===== src/rtl/io_host_bridge_pkg.sv =====
// Shared constants, FSM state type and helpers for io_host_bridge.
package io_bridge_pkg;

    localparam int WORD_W        = 16;
    localparam int OUT_TGL_BIT   = 15;
    localparam int ACK_TGL_BIT   = 14;
    localparam int IN_PAYLOAD_W  = 15;
    localparam int OUT_PAYLOAD_W = 14;

    typedef enum logic [1:0] {
        PRIME,
        IDLE,
        WAIT_ACK
    } in_state_e;

    // Saturating 8-bit increment for the dropped-word counter.
    function automatic logic [7:0] sat_inc8(input logic [7:0] v);
        return (v == 8'hFF) ? v : v + 8'd1;
    endfunction

endpackage


===== src/rtl/io_host_bridge_if.sv =====
// Processor-pin and host-stream bundle for io_host_bridge.
// Overflow status signals exist only when IO_HOST_BRIDGE_OVF_EN is defined.
interface io_host_bridge_if #(
    parameter int IN_DEPTH  = 4,
    parameter int OUT_DEPTH = 4
);
    import io_bridge_pkg::*;

    localparam int IN_LW  = $clog2(IN_DEPTH) + 1;
    localparam int OUT_LW = $clog2(OUT_DEPTH) + 1;

    logic [WORD_W-1:0]        write_out;
    logic [WORD_W-1:0]        read_in;
    logic [IN_PAYLOAD_W-1:0]  host_in_data;
    logic                     host_in_valid;
    logic                     host_in_ready;
    logic [OUT_PAYLOAD_W-1:0] host_out_data;
    logic                     host_out_valid;
    logic                     host_out_ready;
    logic [IN_LW-1:0]         in_level;
    logic [OUT_LW-1:0]        out_level;

`ifdef IO_HOST_BRIDGE_OVF_EN
    logic                     ovf_sticky;
    logic [7:0]               drop_count;

    modport slave (
        input  write_out, host_in_data, host_in_valid, host_out_ready,
        output read_in, host_in_ready, host_out_data, host_out_valid,
               in_level, out_level, ovf_sticky, drop_count
    );
    modport master (
        output write_out, host_in_data, host_in_valid, host_out_ready,
        input  read_in, host_in_ready, host_out_data, host_out_valid,
               in_level, out_level, ovf_sticky, drop_count
    );
`else
    modport slave (
        input  write_out, host_in_data, host_in_valid, host_out_ready,
        output read_in, host_in_ready, host_out_data, host_out_valid,
               in_level, out_level
    );
    modport master (
        output write_out, host_in_data, host_in_valid, host_out_ready,
        input  read_in, host_in_ready, host_out_data, host_out_valid,
               in_level, out_level
    );
`endif

endinterface


===== src/rtl/io_host_bridge_sync_fifo.sv =====
// Single-clock FIFO; a push while full is accepted only alongside a pop.
module sync_fifo_component #(
    parameter int WIDTH = 8,
    parameter int DEPTH = 4
) (
    input  logic                     clock,
    input  logic                     rst,
    input  logic                     push,
    input  logic                     pop,
    input  logic [WIDTH-1:0]         wr_data,
    output logic [WIDTH-1:0]         rd_data,
    output logic                     full,
    output logic                     empty,
    output logic [$clog2(DEPTH):0]   level
);
    localparam int AW = $clog2(DEPTH);

    logic [WIDTH-1:0] mem [DEPTH];
    logic [AW-1:0]    wr_ptr;
    logic [AW-1:0]    rd_ptr;
    logic             do_push;
    logic             do_pop;

    assign empty   = (level == '0);
    assign full    = (level == (AW + 1)'(DEPTH));
    assign do_pop  = pop && !empty;
    assign do_push = push && (!full || do_pop);
    assign rd_data = empty ? '0 : mem[rd_ptr];

    // Storage write.
    // NOTE: the array is deliberately not reset; empty masks rd_data, so stale words are never visible.
    always_ff @(posedge clock) begin
        if (do_push) mem[wr_ptr] <= wr_data;
    end

    // Pointers wrap naturally (DEPTH is a power of two); level tracks occupancy.
    // NOTE: non-blocking assignments so every register samples pre-edge values.
    always_ff @(posedge clock or posedge rst) begin
        if (rst) begin
            wr_ptr <= '0;
            rd_ptr <= '0;
            level  <= '0;
        end else begin
            if (do_push) wr_ptr <= wr_ptr + AW'(1);
            if (do_pop)  rd_ptr <= rd_ptr + AW'(1);
            case ({do_push, do_pop})
                2'b10:   level <= level + (AW + 1)'(1);
                2'b01:   level <= level - (AW + 1)'(1);
                default: level <= level;
            endcase
        end
    end

endmodule


===== src/rtl/io_host_bridge.sv =====
// Host-side mailbox agent for the processor's memory-mapped I/O word pair.
// Optional overflow status is compiled in with IO_HOST_BRIDGE_OVF_EN.
module io_host_bridge #(
    parameter int IN_DEPTH  = 4,
    parameter int OUT_DEPTH = 4
) (
    input  logic             clock,
    input  logic             rst,
    io_host_bridge_if.slave  bus
);
    import io_bridge_pkg::*;

    in_state_e                state;
    in_state_e                state_nxt;
    logic [WORD_W-1:0]        wo_q;
    logic                     pres_tgl;
    logic [IN_PAYLOAD_W-1:0]  pres_data;

    logic                     in_push, in_pop, in_full, in_empty;
    logic [IN_PAYLOAD_W-1:0]  in_head;
    logic                     out_event, out_pop, out_full, out_empty;

    // Only the toggle bit of wo_q is compared; the rest is a plain snapshot.
    logic                     unused_wo_bits;
    assign unused_wo_bits = ^wo_q[ACK_TGL_BIT:0];

    assign in_push            = bus.host_in_valid && !in_full;
    assign bus.host_in_ready  = !in_full;
    assign bus.read_in        = {pres_tgl, pres_data};

    assign out_pop            = bus.host_out_ready && !out_empty;
    assign bus.host_out_valid = !out_empty;
    assign out_event          = (state != PRIME) &&
                                (bus.write_out[OUT_TGL_BIT] != wo_q[OUT_TGL_BIT]);

    sync_fifo_component #(.WIDTH(IN_PAYLOAD_W), .DEPTH(IN_DEPTH)) u_in_fifo (
        .clock   (clock),
        .rst     (rst),
        .push    (in_push),
        .pop     (in_pop),
        .wr_data (bus.host_in_data),
        .rd_data (in_head),
        .full    (in_full),
        .empty   (in_empty),
        .level   (bus.in_level)
    );

    sync_fifo_component #(.WIDTH(OUT_PAYLOAD_W), .DEPTH(OUT_DEPTH)) u_out_fifo (
        .clock   (clock),
        .rst     (rst),
        .push    (out_event),
        .pop     (out_pop),
        .wr_data (bus.write_out[OUT_PAYLOAD_W-1:0]),
        .rd_data (bus.host_out_data),
        .full    (out_full),
        .empty   (out_empty),
        .level   (bus.out_level)
    );

    // Previous processor word, used for output-toggle edge detection.
    always_ff @(posedge clock or posedge rst) begin
        if (rst) wo_q <= '0;
        else     wo_q <= bus.write_out;
    end

    // Input FSM state register.
    always_ff @(posedge clock or posedge rst) begin
        if (rst) state <= PRIME;
        else     state <= state_nxt;
    end

    // Input FSM next-state: prime once, then present a word and wait for its ack.
    // NOTE: default assignment first so no path leaves state_nxt unassigned (no latch).
    always_comb begin
        state_nxt = state;
        case (state)
            PRIME:    state_nxt = IDLE;
            IDLE:     if (!in_empty) state_nxt = WAIT_ACK;
            WAIT_ACK: if (bus.write_out[ACK_TGL_BIT] == pres_tgl) state_nxt = IDLE;
            default:  state_nxt = PRIME;
        endcase
    end

    // Input FSM outputs: pop the head when a new presentation starts.
    always_comb begin
        in_pop = (state == IDLE) && !in_empty;
    end

    // Presented word and its toggle; each new word flips the toggle.
    always_ff @(posedge clock or posedge rst) begin
        if (rst) begin
            pres_tgl  <= 1'b0;
            pres_data <= '0;
        end else if (in_pop) begin
            pres_tgl  <= ~pres_tgl;
            pres_data <= in_head;
        end
    end

`ifdef IO_HOST_BRIDGE_OVF_EN
    logic       out_drop;
    logic       ovf_q;
    logic [7:0] drop_q;

    assign out_drop       = out_event && out_full && !out_pop;
    assign bus.ovf_sticky = ovf_q;
    assign bus.drop_count = drop_q;

    // Sticky overflow flag and saturating count of dropped output words.
    always_ff @(posedge clock or posedge rst) begin
        if (rst) begin
            ovf_q  <= 1'b0;
            drop_q <= '0;
        end else if (out_drop) begin
            ovf_q  <= 1'b1;
            drop_q <= sat_inc8(drop_q);
        end
    end
`else
    // Without status reporting, a full-FIFO event simply loses its word.
    logic unused_out_full;
    assign unused_out_full = out_full;
`endif

endmodule


===== src/flat_wrapper.sv =====
// flat-port wrapper written by rule: the top's interface ports become plain ports
module io_host_bridge_flat import io_bridge_pkg::*;
#(
    parameter int IN_DEPTH  = 4,
    parameter int OUT_DEPTH = 4
)
  (clock, rst, bus_write_out, bus_host_in_data, bus_host_in_valid, bus_host_out_ready, bus_read_in, bus_host_in_ready, bus_host_out_data, bus_host_out_valid, bus_in_level, bus_out_level);
  io_host_bridge_if #(.IN_DEPTH(IN_DEPTH), .OUT_DEPTH(OUT_DEPTH)) bus_i ();
  input  logic clock;
  input  logic rst;
  input wire logic [$bits(bus_i.write_out)-1:0] bus_write_out;
  input wire logic [$bits(bus_i.host_in_data)-1:0] bus_host_in_data;
  input wire logic [$bits(bus_i.host_in_valid)-1:0] bus_host_in_valid;
  input wire logic [$bits(bus_i.host_out_ready)-1:0] bus_host_out_ready;
  output wire logic [$bits(bus_i.read_in)-1:0] bus_read_in;
  output wire logic [$bits(bus_i.host_in_ready)-1:0] bus_host_in_ready;
  output wire logic [$bits(bus_i.host_out_data)-1:0] bus_host_out_data;
  output wire logic [$bits(bus_i.host_out_valid)-1:0] bus_host_out_valid;
  output wire logic [$bits(bus_i.in_level)-1:0] bus_in_level;
  output wire logic [$bits(bus_i.out_level)-1:0] bus_out_level;
  assign bus_i.write_out = bus_write_out;
  assign bus_i.host_in_data = bus_host_in_data;
  assign bus_i.host_in_valid = bus_host_in_valid;
  assign bus_i.host_out_ready = bus_host_out_ready;
  assign bus_read_in = bus_i.read_in;
  assign bus_host_in_ready = bus_i.host_in_ready;
  assign bus_host_out_data = bus_i.host_out_data;
  assign bus_host_out_valid = bus_i.host_out_valid;
  assign bus_in_level = bus_i.in_level;
  assign bus_out_level = bus_i.out_level;
  io_host_bridge #(.IN_DEPTH(IN_DEPTH), .OUT_DEPTH(OUT_DEPTH)) u_core (.clock(clock), .rst(rst), .bus(bus_i));
endmodule

===== config.mk =====
export PLATFORM = sky130hd
export DESIGN_NAME = io_host_bridge_flat
export DESIGN_NICKNAME = d
export VERILOG_FILES = /design/src/rtl/io_host_bridge_pkg.sv /design/src/rtl/io_host_bridge_if.sv /design/src/rtl/io_host_bridge_sync_fifo.sv /design/src/rtl/io_host_bridge.sv /design/src/flat_wrapper.sv
export SDC_FILE = /design/constraint.sdc
export NUM_CORES = 1
export LEC_CHECK = 0
export ABC_CLOCK_PERIOD_IN_PS = 3100
export CORE_MARGIN = 2
export CORE_UTILIZATION = 57
export CTS_BUF_LIST = sky130_fd_sc_hd__clkbuf_8
export DETAILED_ROUTE_END_ITERATION = 12
export GPL_TIMING_DRIVEN = 0
export PLACE_DENSITY = 0.83
export SLEW_MARGIN = 10
export SYNTH_ARGS = -nofsm -noshare
export SYNTH_HDL_FRONTEND = slang
export SYNTH_SLANG_ARGS = --single-unit

===== constraint.sdc =====
create_clock -name clock -period 3.1 [get_ports clock]
set_input_delay 0.62 -clock clock [delete_from_list [all_inputs] [get_ports clock]]
set_output_delay 0.62 -clock clock [all_outputs]
set_load 0.01 [all_outputs]

### After elaboration in Yosys (flattened, before gate mapping)

Memories as Yosys holds them, arrays and structs flattened. A register that Yosys moved wholly into a read port is not among the register bits.
Cells that the tools add are included.

| word-level totals | value |
|---|---|
| output and inout bits | 38 |
| input port bits | 35 |
| memory bits (writable) | 116 |
| logic and storage cells | 63 |
| register bits | 33 |
| memories | 2 |

| operators by class | value |
|---|---|
| reduce and logical (&&, ||, !) cells | 21 |
| bitwise operators | 1 |
| equality and inequality tests | 12 |
| add/subtract/negate cells | 8 |
| mux-type cells | 10 |

Memory list:

| name | depth | width | rd ports | clocked after Yosys merged registers in | write ports | RTL line | RTL |
|---|---|---|---|---|---|---|---|
| u_core.u_in_fifo.mem | 4 | 15 | 1 | 1 | 1 | io_host_bridge_sync_fifo.sv:18 | `logic [WIDTH-1:0] mem [DEPTH];` |
| u_core.u_out_fifo.mem | 4 | 14 | 1 | 0 | 1 | io_host_bridge_sync_fifo.sv:18 |  |

Operator list:

| operator | number |
|---|---|
| two-way mux 14 bit | 1 |
| case mux 3 bit (2 select lines) | 2 |
| adder 2 x 1 -> 2 bit (second input constant) | 4 |
| logical AND 1 bit | 8 |
| adder 3 x 1 -> 3 bit (second input constant) | 2 |
| == test 2 x 1 -> 1 bit (second input constant) | 3 |
| == test 2 bit (second input constant) | 3 |
| == test 3 bit (second input constant) | 2 |
| logical NOT 3 bit | 2 |
| case mux 2 bit (3 select lines) | 1 |
| nonzero test 2 bit | 3 |
| subtractor 3 x 1 -> 3 bit (second input constant) | 2 |
| logical NOT 1 bit | 4 |
| two-way mux 1 bit | 4 |
| two-way mux 2 bit | 2 |
| logical NOT 2 bit | 1 |
| logical OR 1 bit | 2 |
| inequality test 2 x 1 -> 1 bit (second input constant) | 1 |
| inequality test 2 bit (second input constant) | 1 |
| AND reduction 2 bit | 1 |
| == test 1 bit | 1 |
| inequality test 1 bit | 1 |
| inverter 1 bit | 1 |

### Logic depth before layout (Yosys ltp)

| logic depth | value |
|---|---|
| depth in word-level cells | 8 |
| depth in mapped cells | 10 |
| depth with buffers taken out | 10 |

### By module

A second synthesis with hierarchy kept.

| second synthesis, totals | value |
|---|---|
| cells, all modules | 345 |
| area total of the unflattened synthesis | 6204.7 µm² |

Modules (own cells, without submodules):

| module | cells each | area an instance (µm²) | seq. area each (µm²) | times used |
|---|---|---|---|---|
| sync_fifo_component at u_core.u_in_fifo | 150 | 2790.2 | 1976.9 | 1 |
| sync_fifo_component at u_core.u_out_fifo | 143 | 2610.0 | 1856.8 | 1 |
| io_host_bridge | 52 | 804.5 | 475.5 | 1 |

### Least setup slack after synthesis

OpenSTA, ideal clock, no wires.

| timing | value |
|---|---|
| kind | input to register |
| start | input bus_write_out[15] |
| end | register u_core.u_out_fifo.level[2] |
| path buffers | 0 |
| slack | 690 ps |
| setup time | 129 ps |
| data arrival time | 2281 ps |
| cell stages on the path | 7 |
| data required time | 2971 ps |
| cells stage by stage | xnor2_1 or2_1 nand3_1 fa_1 or4_1 o211ai_1 nand3_1 |

| on the way | value |
|---|---|
| cells in the longest elaborated chain, start to end | 5 |
| elaborated cells on any way between the ends | 7 |
| those cells by class | eq/ne (3); mux (1); reduce/logical (3) |

RTL lines:

| item | RTL line | RTL |
|---|---|---|
| from (decl) | flat_wrapper.sv:11 | `input wire logic [$bits(bus_i.write_out)-1:0] bus_write_out;` |
| inequality test 1 bit (*) | io_host_bridge.sv:34 | `(bus.write_out[OUT_TGL_BIT] != wo_q[OUT_TGL_BIT]);` |
| logical AND 1 bit (*) | io_host_bridge.sv:33 | `assign out_event = (state != PRIME) &&` |
| logical AND 1 bit (*) | io_host_bridge_sync_fifo.sv:27 | `assign do_push = push && (!full \|\| do_pop);` |
| == test 2 x 1 -> 1 bit / == test 2 bit (equally long branches) | io_host_bridge_sync_fifo.sv:46 | `case ({do_push, do_pop})` |
| case mux 3 bit (2 select lines) / nonzero test 2 bit (equally long branches) | -- |  |
| to (signal assigned) | io_host_bridge_sync_fifo.sv:47 | `2'b10: level <= level + (AW + 1)'(1);` |
| to (signal assigned) | io_host_bridge_sync_fifo.sv:48 | `2'b01: level <= level - (AW + 1)'(1);` |
| to (signal assigned) | io_host_bridge_sync_fifo.sv:49 | `default: level <= level;` |
| to (decl) | io_host_bridge_sync_fifo.sv:14 | `output logic [$clog2(DEPTH):0] level` |

Mark *: on every way between the ends. The rest lies on a longest branch, timed or not.
A chain may end at the register's enable or synchronous reset.

### Final worst setup path

| timing | value |
|---|---|
| start | register u_core.u_out_fifo.level[0] |
| end | output bus_host_out_data[12] |

| on the way | value |
|---|---|
| cells in the longest elaborated chain, start to end | 2 |

RTL lines:

| item | RTL line | RTL |
|---|---|---|
| logical NOT 3 bit | io_host_bridge_sync_fifo.sv:24 | `assign empty = (level == '0);` |
| two-way mux 14 bit | io_host_bridge_sync_fifo.sv:28 | `assign rd_data = empty ? '0 : mem[rd_ptr];` |
| to (decl) | flat_wrapper.sv:17 | `output wire logic [$bits(bus_i.host_out_data)-1:0] bus_host_out_data;` |

No other way between the ends.

==> metrics.csv <==
stage,metric,value,unit
outcome,outcome,completed,
clock_network,htree_levels,4,
setup_path,worstPathRequired,2480,ps
final_layout,synthToLayoutAreaGrowth,21.4,%
setup_path,r2r_end,u_core.u_out_fifo.level[2],
logic_synthesis,synth_fa_ha_area_frac,0.0255,
drt,via_count,3048,
setup_path,worstPathCellList,"or3_1, buf_2, and2_1, clkdlybuf4s50_1",
clock_network,insertion_delay,440,ps
sta,tightest_slew,835,ps
global_routing,grt_usage,0.196,
drt,drt_iter0_markers,107,
final_layout,fillerInstances,668,
global_routing,grt_max_degree,34,
die,num_rows,37,
sta,fin_crit_sh,0.954,
logic_synthesis,synthMuxAreaShare,0.154,
logic_synthesis,syn_inst,307,
logic_synthesis,yosys_warnings,0,
clock_network,cts-root-buf,clkbuf_8,
final_layout,final_common_cell,edfxtp_1,
final_layout,final_cell_mix,"edfxtp_1, clkdlybuf4s50_1, dfrtp_1",
global_routing,grt_pass1_wl,16.2,mm
setup_path,cp_top_family,buffers and inverters,
drt,route.met3.wl,499,um
min_path,hold-path-endpoint,u_core.state[1],
logic_synthesis,synthSimpleGateAreaFrac,0.0451,
sta,relSlewSlack,0.443,
min_path,hp-start,u_core.state[0],
die,die-height,107,um
sta,rsz0062_at_grt,no,
global_routing,grt_overflow,0,
power_and_ir_drop,peakVddDrop,470,uV
setup_path,r2r_start,u_core.u_out_fifo.level[2],
setup_path,ff2ff_setup_slack,510,ps
clock_network,cts-resized-gates,0,
logic_synthesis,netlist_area,5990,um2
clock_network,cts_made_buffers,17,
min_path,hold_depth,1,
global_routing,antenna_found_initial,0,
clock_network,cts_hold_buf,0,
clock_network,clk_pin_slew,90,ps
drt,finalWirelength,10.3,mm
sta,final.setup.tns,0,ps
logic_synthesis,synth_xor_area_frac,0.0190,
sta,clock_skew,17.0,ps
sta,final-hold-violation-count,0,
placed_design,place_hpwl,6.66,mm
placed_design,gp_congestion,0.723,
logic_synthesis,synth_nets,353,
sta,setup_viol,0,
logic_synthesis,async_flop_share,0.221,
placed_design,dpl.cell_count,514,
setup_path,worstSetupPathType,flop to output port,
clock_network,numClockSinks,149,
setup_path,worstPathMaxFanout,10,
drt,highest_layer,met4,
drt,final_antenna_net_count,0,
logic_synthesis,synth_seq_cells,149,
die,ios,73,
die,core_area,10300,um2
setup_path,r2r_cells,7,
drt,route.detailed.drc,0,
final_layout,drive_gt1_frac,0.191,
drt,wl_met2,5.43,mm
drt,vias_per_cell,5.59,
sta,period_needed,2960,ps
final_layout,final_cells,545,
setup_path,critPathMaxStageDelay,550,ps
power_and_ir_drop,power.density,992,nW/um2
logic_synthesis,synth-compound-area-share,0.0148,
setup_path,start_kind,flop,
min_path,hold_class,flop to flop,
clock_network,cts_tree,done,
clock_network,post_cts_buffers,0,
run,cap_violations,0,
final_layout,antenna_cells,0,
logic_synthesis,synth_cell_types,39,
setup_path,cp-end-kind,output port,
sta,drv_slew,0,
sta,clock.fmax,338,MHz
drt,wl_met1,4.15,mm
power_and_ir_drop,p_leak,2.61,nW
die,dieArea,11400,um2
logic_synthesis,avgSynthCellArea,19.5,um2
die,die_w,107,um
drt,drt_pre_antenna_iters,4,
logic_synthesis,ys_seq_area_frac,0.719,
setup_path,crit_arrival,2340,ps
placed_design,port_buffers,71,
drt,wl_per_cell,18.9,um
die,initial_core_util,0.583,
logic_synthesis,synthFlopType,edfxtp_1,
logic_synthesis,synth_top_family_by_area,multiplexers,
setup_path,path_buf_inv,2,
clock_network,cts_max_path_buffers,2,
logic_synthesis,synth_edf_count,116,
setup_path,crit_slowest_cell,or3_1,
global_routing,grt_pass1_vias,3224,
final_layout,nets,442,
## final cells by class
cell class	count	area (um2)	area share
plain buffers	12	90.1	0.0124
clock buffers	17	234	0.0322
clock inverters	15	165	0.0227
inverters	13	48.8	0.00671
multi-input cells	132	1550	0.213
flip-flops and latches	149	4310	0.592
well taps	136	170	0.0234
repair buffers	71	711	0.0977
## registers in the layout, indices dropped and copies added, names as in the netlist, 2 cells and up
signal                    count
u_core.u_in_fifo.level        3
u_core.u_in_fifo.wr_ptr       2
u_core.u_out_fifo.level       3
u_core.u_out_fifo.mem        56
u_core.u_in_fifo.rd_ptr       2
u_core.u_in_fifo.mem         60
u_core.u_out_fifo.wr_ptr      2
u_core.state                  2
u_core.u_out_fifo.rd_ptr      2
u_core.pres_data             15
## cells in the mapped netlist (all sizes together) (2+ instances only)
| master | number | share of area |
|---|---|---|
| ha | 9 | 0.019 |
| mux4 | 29 | 0.11 |
| and2 | 19 | 0.020 |
| nand3 | 5 | 0.0042 |
| inv | 13 | 0.0081 |
| nor2 | 4 | 0.0025 |
| dfrtp | 33 | 0.14 |
| a21oi | 3 | 0.0025 |
| nand2 | 8 | 0.0050 |
| edfxtp | 116 | 0.58 |
| buf | 10 | 0.013 |
| and3 | 4 | 0.0042 |
| clkbuf | 3 | 0.0019 |
| mux2i | 2 | 0.0033 |
| xor2 | 5 | 0.0073 |
| xnor2 | 8 | 0.012 |
| mux2 | 17 | 0.037 |
| nor3 | 3 | 0.0025 |
| fa | 2 | 0.0067 |
## worst max-delay path by stage
stage	depth (start not counted)	to	from	slack (ps)
2_1_floorplan	7	u_core.u_out_fifo.level[2]	bus_write_out[15]	690
3_3_place_gp	8	u_core.u_out_fifo.level[2]	bus_write_out[15]	90
3_5_place_dp	8	u_core.u_out_fifo.level[2]	bus_write_out[15]	30
4_1_cts	5	bus_host_out_data[12]	u_core.u_out_fifo.level[2]	20
5_1_grt	4	bus_host_out_data[12]	u_core.u_out_fifo.level[0]	30
6_report	4	bus_host_out_data[12]	u_core.u_out_fifo.level[0]	140
## report_power, final
part           internal, mW  leakage [nW]  total [mW]  switching [mW]
clock network         0.783         0.188        1.48           0.701
logic                  1.55         0.975        2.77            1.22
registers              2.72          1.45        2.96           0.248
## metal layers
layer	global-route usage	vias to the layer above
li1	-	1368
met1	0.232	1552
met2	0.346	105
met3	0.0460	23
met4	0.0826	0
met5	0	-
## kinds of logic after synthesis
logic type               after synthesis
AO/OA/AOI/OAI                         11
XOR/XNOR                              13
adder cells (fa/ha/maj)               11
buffers and inverters                 26
flip-flops                           149
multiplexers                          48
AND/OR/NAND/NOR                       49
## through the flow
stage	area [um2]	hold slack [ps]	power, mW	utilization	setup WS (ps)
finish	7270	502	7.22	0.708	142
global route	7270	531	7.58	0.708	27.9
CTS	7270	505	7.28	0.708	21.3
detailed placement	6880	500	5.79	0.669	26.1
global placement	6880	472	5.66	0.669	86.4
floorplan	5990	458	4.71	-	690
No activity file was read; power rests on OpenSTA's default activity.
